[config.mk]
export PLATFORM = sky130hd
export DESIGN_NAME = muldiv_seq
export DESIGN_NICKNAME = d
export VERILOG_FILES = /design/src/rtl/mips_pkg.sv /design/src/rtl/muldiv_step.sv /design/src/rtl/muldiv_seq.sv
export SDC_FILE = /design/constraint.sdc
export NUM_CORES = 1
export LEC_CHECK = 0
export BUFFER_PORTS_ARGS = -buffer_cell sky130_fd_sc_hd__buf_2
export CORE_MARGIN = 10
export CORE_UTILIZATION = 61
export DETAILED_ROUTE_END_ITERATION = 7
export PLACE_DENSITY = 0.81
export SYNTH_ARGS = -nofsm -noshare
export SYNTH_HDL_FRONTEND = slang
export SYNTH_SLANG_ARGS = --single-unit
export TNS_END_PERCENT = 30
[constraint.sdc]
create_clock -name clk -period 3.8 [get_ports clk]
set_input_delay 0.19 -clock clk [delete_from_list [all_inputs] [get_ports clk]]
set_output_delay 0.19 -clock clk [all_outputs]
set_load 0.005 [all_outputs]
[src/rtl/mips_pkg.sv]
// Shared definitions for the MIPS multiply/divide sequencer: op encoding,
// controller states and the default operand width.
package mips_pkg;

  localparam int MULDIV_WIDTH = 32;

  localparam logic [1:0] OP_MULT  = 2'd0;
  localparam logic [1:0] OP_MULTU = 2'd1;
  localparam logic [1:0] OP_DIV   = 2'd2;
  localparam logic [1:0] OP_DIVU  = 2'd3;

  typedef enum logic [1:0] {
    IDLE = 2'd0,
    CALC = 2'd1,
    SIGN = 2'd2
  } md_state_t;

  // The encoding puts the op class in bit 1 and "unsigned" in bit 0.
  function automatic logic op_is_div(input logic [1:0] op);
    return op[1];
  endfunction

  function automatic logic op_is_signed(input logic [1:0] op);
    return ~op[0];
  endfunction

endpackage

[src/rtl/muldiv_step.sv]
// One radix-2 iteration: shift-add for multiply, restoring shift-subtract
// for divide. Purely combinational.
module muldiv_step
  import mips_pkg::*;
#(
  parameter int WIDTH = MULDIV_WIDTH
) (
  input  logic [2*WIDTH:0] i_acc,
  input  logic [WIDTH-1:0] i_operand,
  input  logic             i_is_div,
  output logic [2*WIDTH:0] o_acc_next
);

  // Accumulator layout: upper WIDTH+1 bits hold the partial product or the
  // running remainder, lower WIDTH bits hold the multiplier or quotient.
  logic [WIDTH:0]   w_sum;
  logic [WIDTH:0]   w_trial;
  logic [2*WIDTH:0] w_shl;

  always_comb begin
    w_sum      = i_acc[2*WIDTH:WIDTH] + (i_acc[0] ? {1'b0, i_operand} : {(WIDTH+1){1'b0}});
    w_shl      = {i_acc[2*WIDTH-1:0], 1'b0};
    w_trial    = w_shl[2*WIDTH:WIDTH] - {1'b0, i_operand};
    o_acc_next = {1'b0, w_sum, i_acc[WIDTH-1:1]};
    if (i_is_div) begin
      if (w_shl[2*WIDTH:WIDTH] >= {1'b0, i_operand}) begin
        o_acc_next = {w_trial, w_shl[WIDTH-1:1], 1'b1};
      end else begin
        o_acc_next = w_shl;
      end
    end
  end

endmodule

[src/rtl/muldiv_seq.sv]
// Iterative MULT/MULTU/DIV/DIVU sequencer owning HI/LO, with pipeline stall
// outputs. Optional macro MULDIV_ZERO_SKIP_EN skips CALC for zero operands.
module muldiv_seq
  import mips_pkg::*;
#(
  parameter int WIDTH = MULDIV_WIDTH
) (
  input  logic             clk,
  input  logic             rst,
  input  logic             start,
  input  logic [1:0]       op,
  input  logic [WIDTH-1:0] a,
  input  logic [WIDTH-1:0] b,
  input  logic             ID_mfhilo,
  input  logic             ID_muldiv,
  output logic [WIDTH-1:0] hi,
  output logic [WIDTH-1:0] lo,
  output logic             busy,
  output logic             done,
  output logic             pc_stall,
  output logic             IFID_stall,
  output logic             IDEX_flush
);

  localparam int CW = $clog2(WIDTH);

  md_state_t          r_state;
  md_state_t          w_state_next;
  logic [CW-1:0]      r_cnt;
  logic               r_is_div;
  logic [2*WIDTH:0]   r_acc;
  logic [2*WIDTH:0]   w_acc_step;
  logic [WIDTH-1:0]   r_opnd;
  logic [WIDTH-1:0]   r_a;
  logic [WIDTH-1:0]   r_hi;
  logic [WIDTH-1:0]   r_lo;
  logic               r_neg_q;
  logic               r_neg_r;
  logic               r_div0;

  logic               w_a_neg;
  logic               w_b_neg;
  logic [WIDTH-1:0]   w_a_mag;
  logic [WIDTH-1:0]   w_b_mag;
  logic               w_skip;
  logic               w_dep;
  logic               w_stall;
  logic [2*WIDTH-1:0] w_prod;
  logic [WIDTH-1:0]   w_quo;
  logic [WIDTH-1:0]   w_rem;
  logic [WIDTH-1:0]   w_res_hi;
  logic [WIDTH-1:0]   w_res_lo;

  assign w_a_neg = op_is_signed(op) & a[WIDTH-1];
  assign w_b_neg = op_is_signed(op) & b[WIDTH-1];
  assign w_a_mag = w_a_neg ? (~a + 1'b1) : a;
  assign w_b_mag = w_b_neg ? (~b + 1'b1) : b;

`ifdef MULDIV_ZERO_SKIP_EN
  assign w_skip = op_is_div(op) ? (b == '0) : ((a == '0) || (b == '0));
`else
  assign w_skip = 1'b0;
`endif

  muldiv_step #(
    .WIDTH(WIDTH)
  ) u_step (
    .i_acc      (r_acc),
    .i_operand  (r_opnd),
    .i_is_div   (r_is_div),
    .o_acc_next (w_acc_step)
  );

  always_ff @(posedge clk) begin
    if (rst) begin
      r_state <= IDLE;
    end else begin
      r_state <= w_state_next;
    end
  end

  // SIGN already presents the final result through the bypass, so the stall
  // releases there even though busy is still high.
  always_comb begin
    w_state_next = r_state;
    busy         = (r_state != IDLE);
    done         = (r_state == SIGN);
    w_dep        = ID_mfhilo | ID_muldiv;
    w_stall      = w_dep & ((r_state == CALC) | start);
    case (r_state)
      IDLE:    if (start) w_state_next = w_skip ? SIGN : CALC;
      CALC:    if (r_cnt == CW'(WIDTH - 1)) w_state_next = SIGN;
      SIGN:    w_state_next = IDLE;
      default: w_state_next = IDLE;
    endcase
  end

  assign pc_stall   = w_stall;
  assign IFID_stall = w_stall;
  assign IDEX_flush = w_stall;

  always_ff @(posedge clk) begin
    if (rst) begin
      r_cnt    <= '0;
      r_is_div <= 1'b0;
      r_acc    <= '0;
      r_opnd   <= '0;
      r_a      <= '0;
      r_hi     <= '0;
      r_lo     <= '0;
      r_neg_q  <= 1'b0;
      r_neg_r  <= 1'b0;
      r_div0   <= 1'b0;
    end else begin
      case (r_state)
        IDLE: begin
          if (start) begin
            r_is_div <= op_is_div(op);
            r_a      <= a;
            r_opnd   <= w_b_mag;
            r_neg_q  <= w_a_neg ^ w_b_neg;
            r_neg_r  <= w_a_neg;
            r_div0   <= op_is_div(op) && (b == '0);
            r_acc    <= w_skip ? '0 : {{(WIDTH+1){1'b0}}, w_a_mag};
            r_cnt    <= '0;
          end
        end
        CALC: begin
          r_acc <= w_acc_step;
          r_cnt <= r_cnt + CW'(1);
        end
        SIGN: begin
          r_hi <= w_res_hi;
          r_lo <= w_res_lo;
        end
        default: ;
      endcase
    end
  end

  // Divide-by-zero returns the raw dividend in HI regardless of sign handling.
  always_comb begin
    w_prod   = r_acc[2*WIDTH-1:0];
    w_quo    = r_acc[WIDTH-1:0];
    w_rem    = r_acc[2*WIDTH-1:WIDTH];
    w_res_hi = '0;
    w_res_lo = '0;
    if (r_is_div) begin
      if (r_div0) begin
        w_res_lo = '1;
        w_res_hi = r_a;
      end else begin
        w_res_lo = r_neg_q ? (~w_quo + 1'b1) : w_quo;
        w_res_hi = r_neg_r ? (~w_rem + 1'b1) : w_rem;
      end
    end else begin
      {w_res_hi, w_res_lo} = r_neg_q ? (~w_prod + 1'b1) : w_prod;
    end
  end

  assign hi = done ? w_res_hi : r_hi;
  assign lo = done ? w_res_lo : r_lo;

endmodule

==> results of run 1 <==
-- metrics by stage --
step / total power [W] / cells / hold slack, ns / utilization (%)
after floorplan: 0.003344 / 2148 / 0.3260 / -
after global placement: 0.003746 / 2510 / 0.4419 / 66.20
after detailed placement: 0.003772 / 2510 / 0.4466 / 66.20
after CTS: 0.006269 / 2603 / 0.0002802 / 71.77
after global routing: 0.006556 / 2611 / 0.01295 / 72.28
final: 0.006329 / 2611 / 0.008272 / 72.28
-- worst paths after layout --
check              from         end  depth (start not counted)
max reg2reg    r_acc[6]    r_hi[20]                         10
max            r_acc[6]      hi[26]                         10
min reg2reg  r_opnd[31]  r_opnd[31]                          2
min               b[10]  r_opnd[10]                          3
-- kinds of logic (layout without fill, tap and decap cells) --
logic type,after synthesis,after routing,share of synthesized area [%]
DFF,204,204,25.89
AOI/OAI and AO/OA,625,625,25.21
muxes,60,60,3.855
other,0,1,0
buffers and inverters,237,368,5.853
xor gates and xnor gates,192,192,10.66
and+or+nand+nor,758,759,22.73
adders and majority gates,72,72,5.806
-- Yosys cell counts, types with 8 or more instances --
master    instances  share of area, %
nand2_1         251               6.0
nor2_1          225               5.4
dfxtp_1         204                26
a21oi_1         182               5.8
o21ai_0         148               4.7
clkbuf_1        143               3.4
xnor2_1          98               5.4
xor2_1           94               5.2
a211oi_1         76               3.6
ha_1             70               5.6
inv_1            67               1.6
nor2b_1          67               2.7
mux2i_1          54               3.4
nor3_1           35               1.1
a21o_1           34               1.6
o211ai_1         32               1.5
or3_1            29               1.2
nand2b_1         28               1.1
o31ai_1          26               1.2
nand3_1          23              0.73
nor4_1           20              0.79
a222oi_1         17               1.1
buf_1            17              0.40
or4_1            17              0.81
o21ai_1          13              0.41
o21a_1           12              0.57
a311oi_1         11              0.61
nand4_1          11              0.44
o41ai_1          11              0.61
and3_1           10              0.40
a31oi_1           8              0.32
-- what timing repair did --
item	CTS	global route
setup endpoints to repair	31	30
setup buffers	12	7
gates resized for setup	25	27
hold endpoints to repair	39	0
gates cloned	1	0
hold buffers	39	0
pin swaps	5	10
-- layer usage --
layer	part of all wire, %	global-route usage, %	wire length (µm)
met1	39	37.06	21110
met2	47	50.84	25060
met3	8.5	4.995	4585
met4	5.4	16.67	2892
met5	0	0	0
-- final cells by class --
| type | instances | area [µm²] |
|---|---|---|
| multi-input cells | 1708 | 10960 |
| fillers | 2051 | 7020 |
| flip-flops and latches | 204 | 4099 |
| repair buffers | 259 | 1738 |
| clock buffers | 29 | 670.6 |
| well taps | 330 | 412.9 |
| inverters | 68 | 255.2 |
| clock inverters | 12 | 166.4 |
| diodes | 1 | 2.502 |
-- registers in the layout (all words and copies together), names as in the netlist --
signal	count
r_a	32
r_acc	65
r_cnt	5
r_div0	1
r_hi	32
r_is_div	1
r_lo	32
r_neg_q	1
r_neg_r	1
r_opnd	32
r_state	2
-- worst max-delay path: stages (launching register included) --
cell and delay (ns):
dfxtp_2 0.32, or4_4 0.53, or4_4 0.47, or4b_4 0.52, or4_4 0.51, nand2b_4 0.20, o21ai_2 0.15, xor2_1 0.09
mux2_4 0.28, o21ai_2 0.16, buf_2 0.14
-- power by group --
group          internal, W  leakage (nW)  switching (W)
registers          0.00224          1.67       0.000132
logic             0.000588          5.47       0.000917
clock network      0.00146         0.413       0.000991
total              0.00429          7.55        0.00204
==> flow_metrics.env, run 1 <==
export IMPL_drtAntennaViolNets=0
export IMPL_critPathMaxFanout=6
export IMPL_num_io_pins=140
export IMPL_cts_tree="built"
export IMPL_die_y_um=180.8
export IMPL_crit_required_ns=3.61
export IMPL_synthArstFlopShare_pct=0
export IMPL_avgSynthCellArea_um2=7.344
export IMPL_area_growth_pct=16.05
export IMPL_syn_num_nets=2291
export IMPL_worst_pin_slew_ns=1.331
export IMPL_fin_crit_ns=4.112
export IMPL_finalWeightedCongestion=0.9669
export IMPL_avgViaCountPerCell=6.393
export IMPL_netlist_area_um2=15780
export IMPL_final_common_cell="nand2_1"
export IMPL_antenna_found_initial=1
export IMPL_yosys_register_bits=204
export IMPL_drv_slew=0
export IMPL_rsz0062_at_grt="yes"
export IMPL_wl_mm=53.64
export IMPL_dpl_hpwl_mm=38.46
export IMPL_finalInstanceArea_um2=18310
export IMPL_layout_common_cells="249 x nand2_1, 222 x nor2_1, 196 x dfxtp_1"
export IMPL_peakVddDrop_mv=0.3690
export IMPL_cts_sinks=204
export IMPL_grt_use_total_pct=30.61
export IMPL_cts_inserted_buffers=24
export IMPL_fin_setup_tns_ns=-3.660
export IMPL_cts_htree_levels=1
export IMPL_outcome="finished with violations"
export IMPL_drtIter0Drc=1681
export IMPL_finalHoldViolations=0
export IMPL_fin_skew_ns=0.02792
export IMPL_cts_buffer_depth=3
export IMPL_drive_gt1_share_pct=14.47
export IMPL_setup_viol=21
export IMPL_critPathKind="reg -> out"
export IMPL_power_leakage_nw=7.554
export IMPL_endpoint_kind="primary output"
export IMPL_path_clk_slew_ns=0.06
export IMPL_vias=16691
export IMPL_start_util_pct=62.29
export IMPL_nNetsFinal=2408
export IMPL_drt_pass1_iterations=6
export IMPL_yosysUniqueCellTypes=77
export IMPL_p_per_area_nw_per_um2=345.7
export IMPL_die_w_um=180.8
export IMPL_dp_slack_ns=0.08401
export IMPL_hp_class="in -> reg"
export IMPL_fmax_ghz=0.2432
export IMPL_drc=0
export IMPL_cts_root_buffer="clkbuf_16"
export IMPL_slew_headroom_pct=11.14
export IMPL_coreArea_um2=25330
export IMPL_r2r_slack_ns=0.29
export IMPL_placed_cell_area_um2=16770
export IMPL_grt_max_degree=79
export IMPL_drv_cap=0
export IMPL_synth_cells=2148
export IMPL_startpoint_type="flop"
export IMPL_synth_ff_type="dfxtp_1"
export IMPL_fin_crit_sh_pct=108.2
export IMPL_setup_ws_ns=-0.3124
export IMPL_design_die_area_um2=32690
export IMPL_rows=58
export IMPL_wire_per_inst_um=20.54
export IMPL_synth_edf_count=0
export IMPL_ys_warn_count=0
export IMPL_grt_overflow=0
export IMPL_clock_latency_ns=0.56
export IMPL_grt_pass1_vias=15801
export IMPL_violations="setup timing"
export IMPL_portBuffers=139
export IMPL_cp_arrival_ns=3.92
export IMPL_grt_pass1_wl_mm=84.12
export IMPL_ys_seq_area_share_pct=25.89
No activity file was read; power rests on OpenSTA's default activity.
==> run 2, diff against run 1 <==
Settings changed: REMOVE_ABC_BUFFERS set to 1, SETUP_SLACK_MARGIN set to 0.02.
==> flow_metrics.env, run 2 (synthesis gave the netlist of run 1 again) <==
export IMPL_clockPowerShare_pct=38.4
export IMPL_drtAntennaViolNets=0
export IMPL_drv_slew=0
export IMPL_rows=58
export IMPL_outcome="finished with violations"
export IMPL_startpoint_type="flop"
export IMPL_start_util_pct=62.29
export IMPL_design_die_area_um2=32690
export IMPL_num_io_pins=140
export IMPL_p_per_area_nw_per_um2=343.0
export IMPL_top_register="r_acc"
export IMPL_finalHoldViolations=0
export IMPL_cts_root_buffer="clkbuf_16"
export IMPL_cts_htree_levels=1
export IMPL_critPathKind="reg -> out"
export IMPL_dpl_hpwl_mm=37.60
export IMPL_drt_pass1_iterations=7
export IMPL_setup_viol=15
export IMPL_dp_slack_ns=0.1032
export IMPL_endpoint_kind="primary output"
export IMPL_crit_required_ns=3.61
export IMPL_fin_skew_ns=0.009444
export IMPL_vias=16693
export IMPL_grt_max_degree=107
export IMPL_grt_pass1_vias=15964
export IMPL_worst_pin_slew_ns=1.189
export IMPL_area_growth_pct=16.85
export IMPL_nNetsFinal=2410
export IMPL_drc=0
export IMPL_r2r_slack_ns=0.08
export IMPL_crit_end="hi[26]"
export IMPL_cp_arrival_ns=3.84
export IMPL_avgViaCountPerCell=6.388
export IMPL_critPathMaxStageDelay_ns=0.55
export IMPL_drv_cap=0
export IMPL_largest_register_ff_count=65
export IMPL_clock_latency_ns=0.54
export IMPL_slew_headroom_pct=20.56
export IMPL_path_clk_slew_ns=0.06
export IMPL_seqPwrFrac_pct=37.5
export IMPL_drive_gt1_share_pct=15.25
export IMPL_grt_use_total_pct=30.08
export IMPL_path_cells="or3_4, or4_4, or4b_4, or4_4, nand2b_4, o21ai_2, xor2_1, mux2_2, o21ai_2, buf_2"
export IMPL_cts_buffer_depth=3
export IMPL_cts_sinks=204
export IMPL_grt_pass1_wl_mm=83.32
export IMPL_wl_mm=52.83
export IMPL_final_common_cell="nand2_1"
export IMPL_comb_power_share_pct=24.2
export IMPL_fin_crit_ns=4.026
export IMPL_die_y_um=180.8
export IMPL_p_switching_w=0.002059
export IMPL_timing_rr_start="r_acc[3]"
export IMPL_drtIter0Drc=1893
export IMPL_coreArea_um2=25330
export IMPL_crit_start="r_acc[3]"
export IMPL_worst_path_max_delay_cell="or4_4"
export IMPL_violations="setup timing"
export IMPL_finalPower_w=0.006322
export IMPL_instances_no_fill=2613
export IMPL_power_leakage_nw=7.586
export IMPL_timing_rr_end="r_hi[4]"
export IMPL_layout_common_cells="248 x nand2_1, 221 x nor2_1, 195 x dfxtp_1"
export IMPL_finalWeightedCongestion=0.9710
export IMPL_fin_crit_sh_pct=105.9
export IMPL_p_sw_share_pct=32.56
export IMPL_peakVddDrop_mv=0.3777
export IMPL_rsz0062_at_grt="yes"
export IMPL_hp_class="in -> reg"
export IMPL_antenna_found_initial=2
export IMPL_setup_ws_ns=-0.2261
export IMPL_placedCellCount=2513
export IMPL_cts_tree="built"
export IMPL_critPathMaxFanout=6
export IMPL_fmax_ghz=0.2484
export IMPL_wire_per_inst_um=20.22
export IMPL_cts_inserted_buffers=25
export IMPL_grt_overflow=0
export IMPL_reg2regPathDepth=13
export IMPL_die_w_um=180.8
export IMPL_p_int_w=0.004264
export IMPL_portBuffers=139
-- run 2: cell count changes in the layout (fill, tap and decap cells not counted), sizes merged --
cell | before | now
dlygate4sd3 | 39 | 42
buf | 220 | 219
clkinvlp | 1 | 2
inv | 68 | 69
clkinv | 8 | 7
or4 | 21 | 20
-- run 2: power by group through the flow --
stage                     Clock (W)  Sequential, W  Combinational (W)
final                       0.00243        0.00237            0.00153
after global routing        0.00253        0.00238            0.00165
after CTS                   0.00243        0.00236            0.00146
after detailed placement          0        0.00240            0.00139
after global placement            0        0.00239            0.00136
after floorplan                   0        0.00239           0.000901
-- run 2: worst min path at each step --
stage / depth (start not counted) / endpoint / start / slack (ns)
global placement: 2 / r_opnd[31] / r_opnd[31] / 0.44
floorplan: 1 / r_hi[28] / rst / 0.25
finish: 3 / r_opnd[31] / b[31] / 0.007
CTS: 3 / r_opnd[31] / b[31] / 0.0005
detailed placement: 2 / r_a[24] / r_a[24] / 0.44
global route: 3 / r_opnd[31] / b[31] / 0.01
-- run 2: layer usage --
metal	up-vias	routed length, µm	part of all wire (%)	global-route usage [%]
li1	7860	-	-	-
met1	7850	21630	41	37.76
met2	828	24320	46	49.19
met3	153	4759	9.0	6.054
met4	2	2111	4.0	12.60
met5	-	13	0.025	0
-- run 2: timing repair --
item,4_1_cts,5_1_grt
setup buffers,12,3
gates resized for setup,45,40
cloned,0,0
endpoints found under the hold margin,42,0
hold buffers,42,0
endpoints found under the setup margin,25,32
pin swaps,15,24
-- run 2: final cells by class --
| cell class | count | area (µm²) |
|---|---|---|
| multi-input cells | 1707 | 11080 |
| fillers | 1982 | 6894 |
| flip-flops and latches | 204 | 4100 |
| repair buffers | 261 | 1774 |
| clock buffers | 29 | 650.6 |
| well taps | 330 | 412.9 |
| inverters | 68 | 255.2 |
| clock inverters | 13 | 160.2 |
| diodes | 1 | 2.502 |
-- run 2: worst max-delay path: cells and delay by family, from the launching register on --
family | cells | cell delay (ns)
and+or+nand+nor | 5 | 2.17
DFF | 1 | 0.36
muxes | 1 | 0.29
AOI/OAI and AO/OA | 2 | 0.25
buffers and inverters | 1 | 0.13
xor gates and xnor gates | 1 | 0.09
-- run 2: through the flow --
step | hold slack [ns] | instance area, µm² | util (%) | TNS (ns)
after floorplan | 0.2543 | 15110 | - | -64.40
after global placement | 0.4395 | 16780 | 66.26 | 0
after detailed placement | 0.4439 | 16780 | 66.26 | 0
after CTS | 0.0004676 | 18270 | 72.12 | -4.684
after global routing | 0.01098 | 18430 | 72.78 | -3.981
final | 0.007483 | 18430 | 72.78 | -2.253
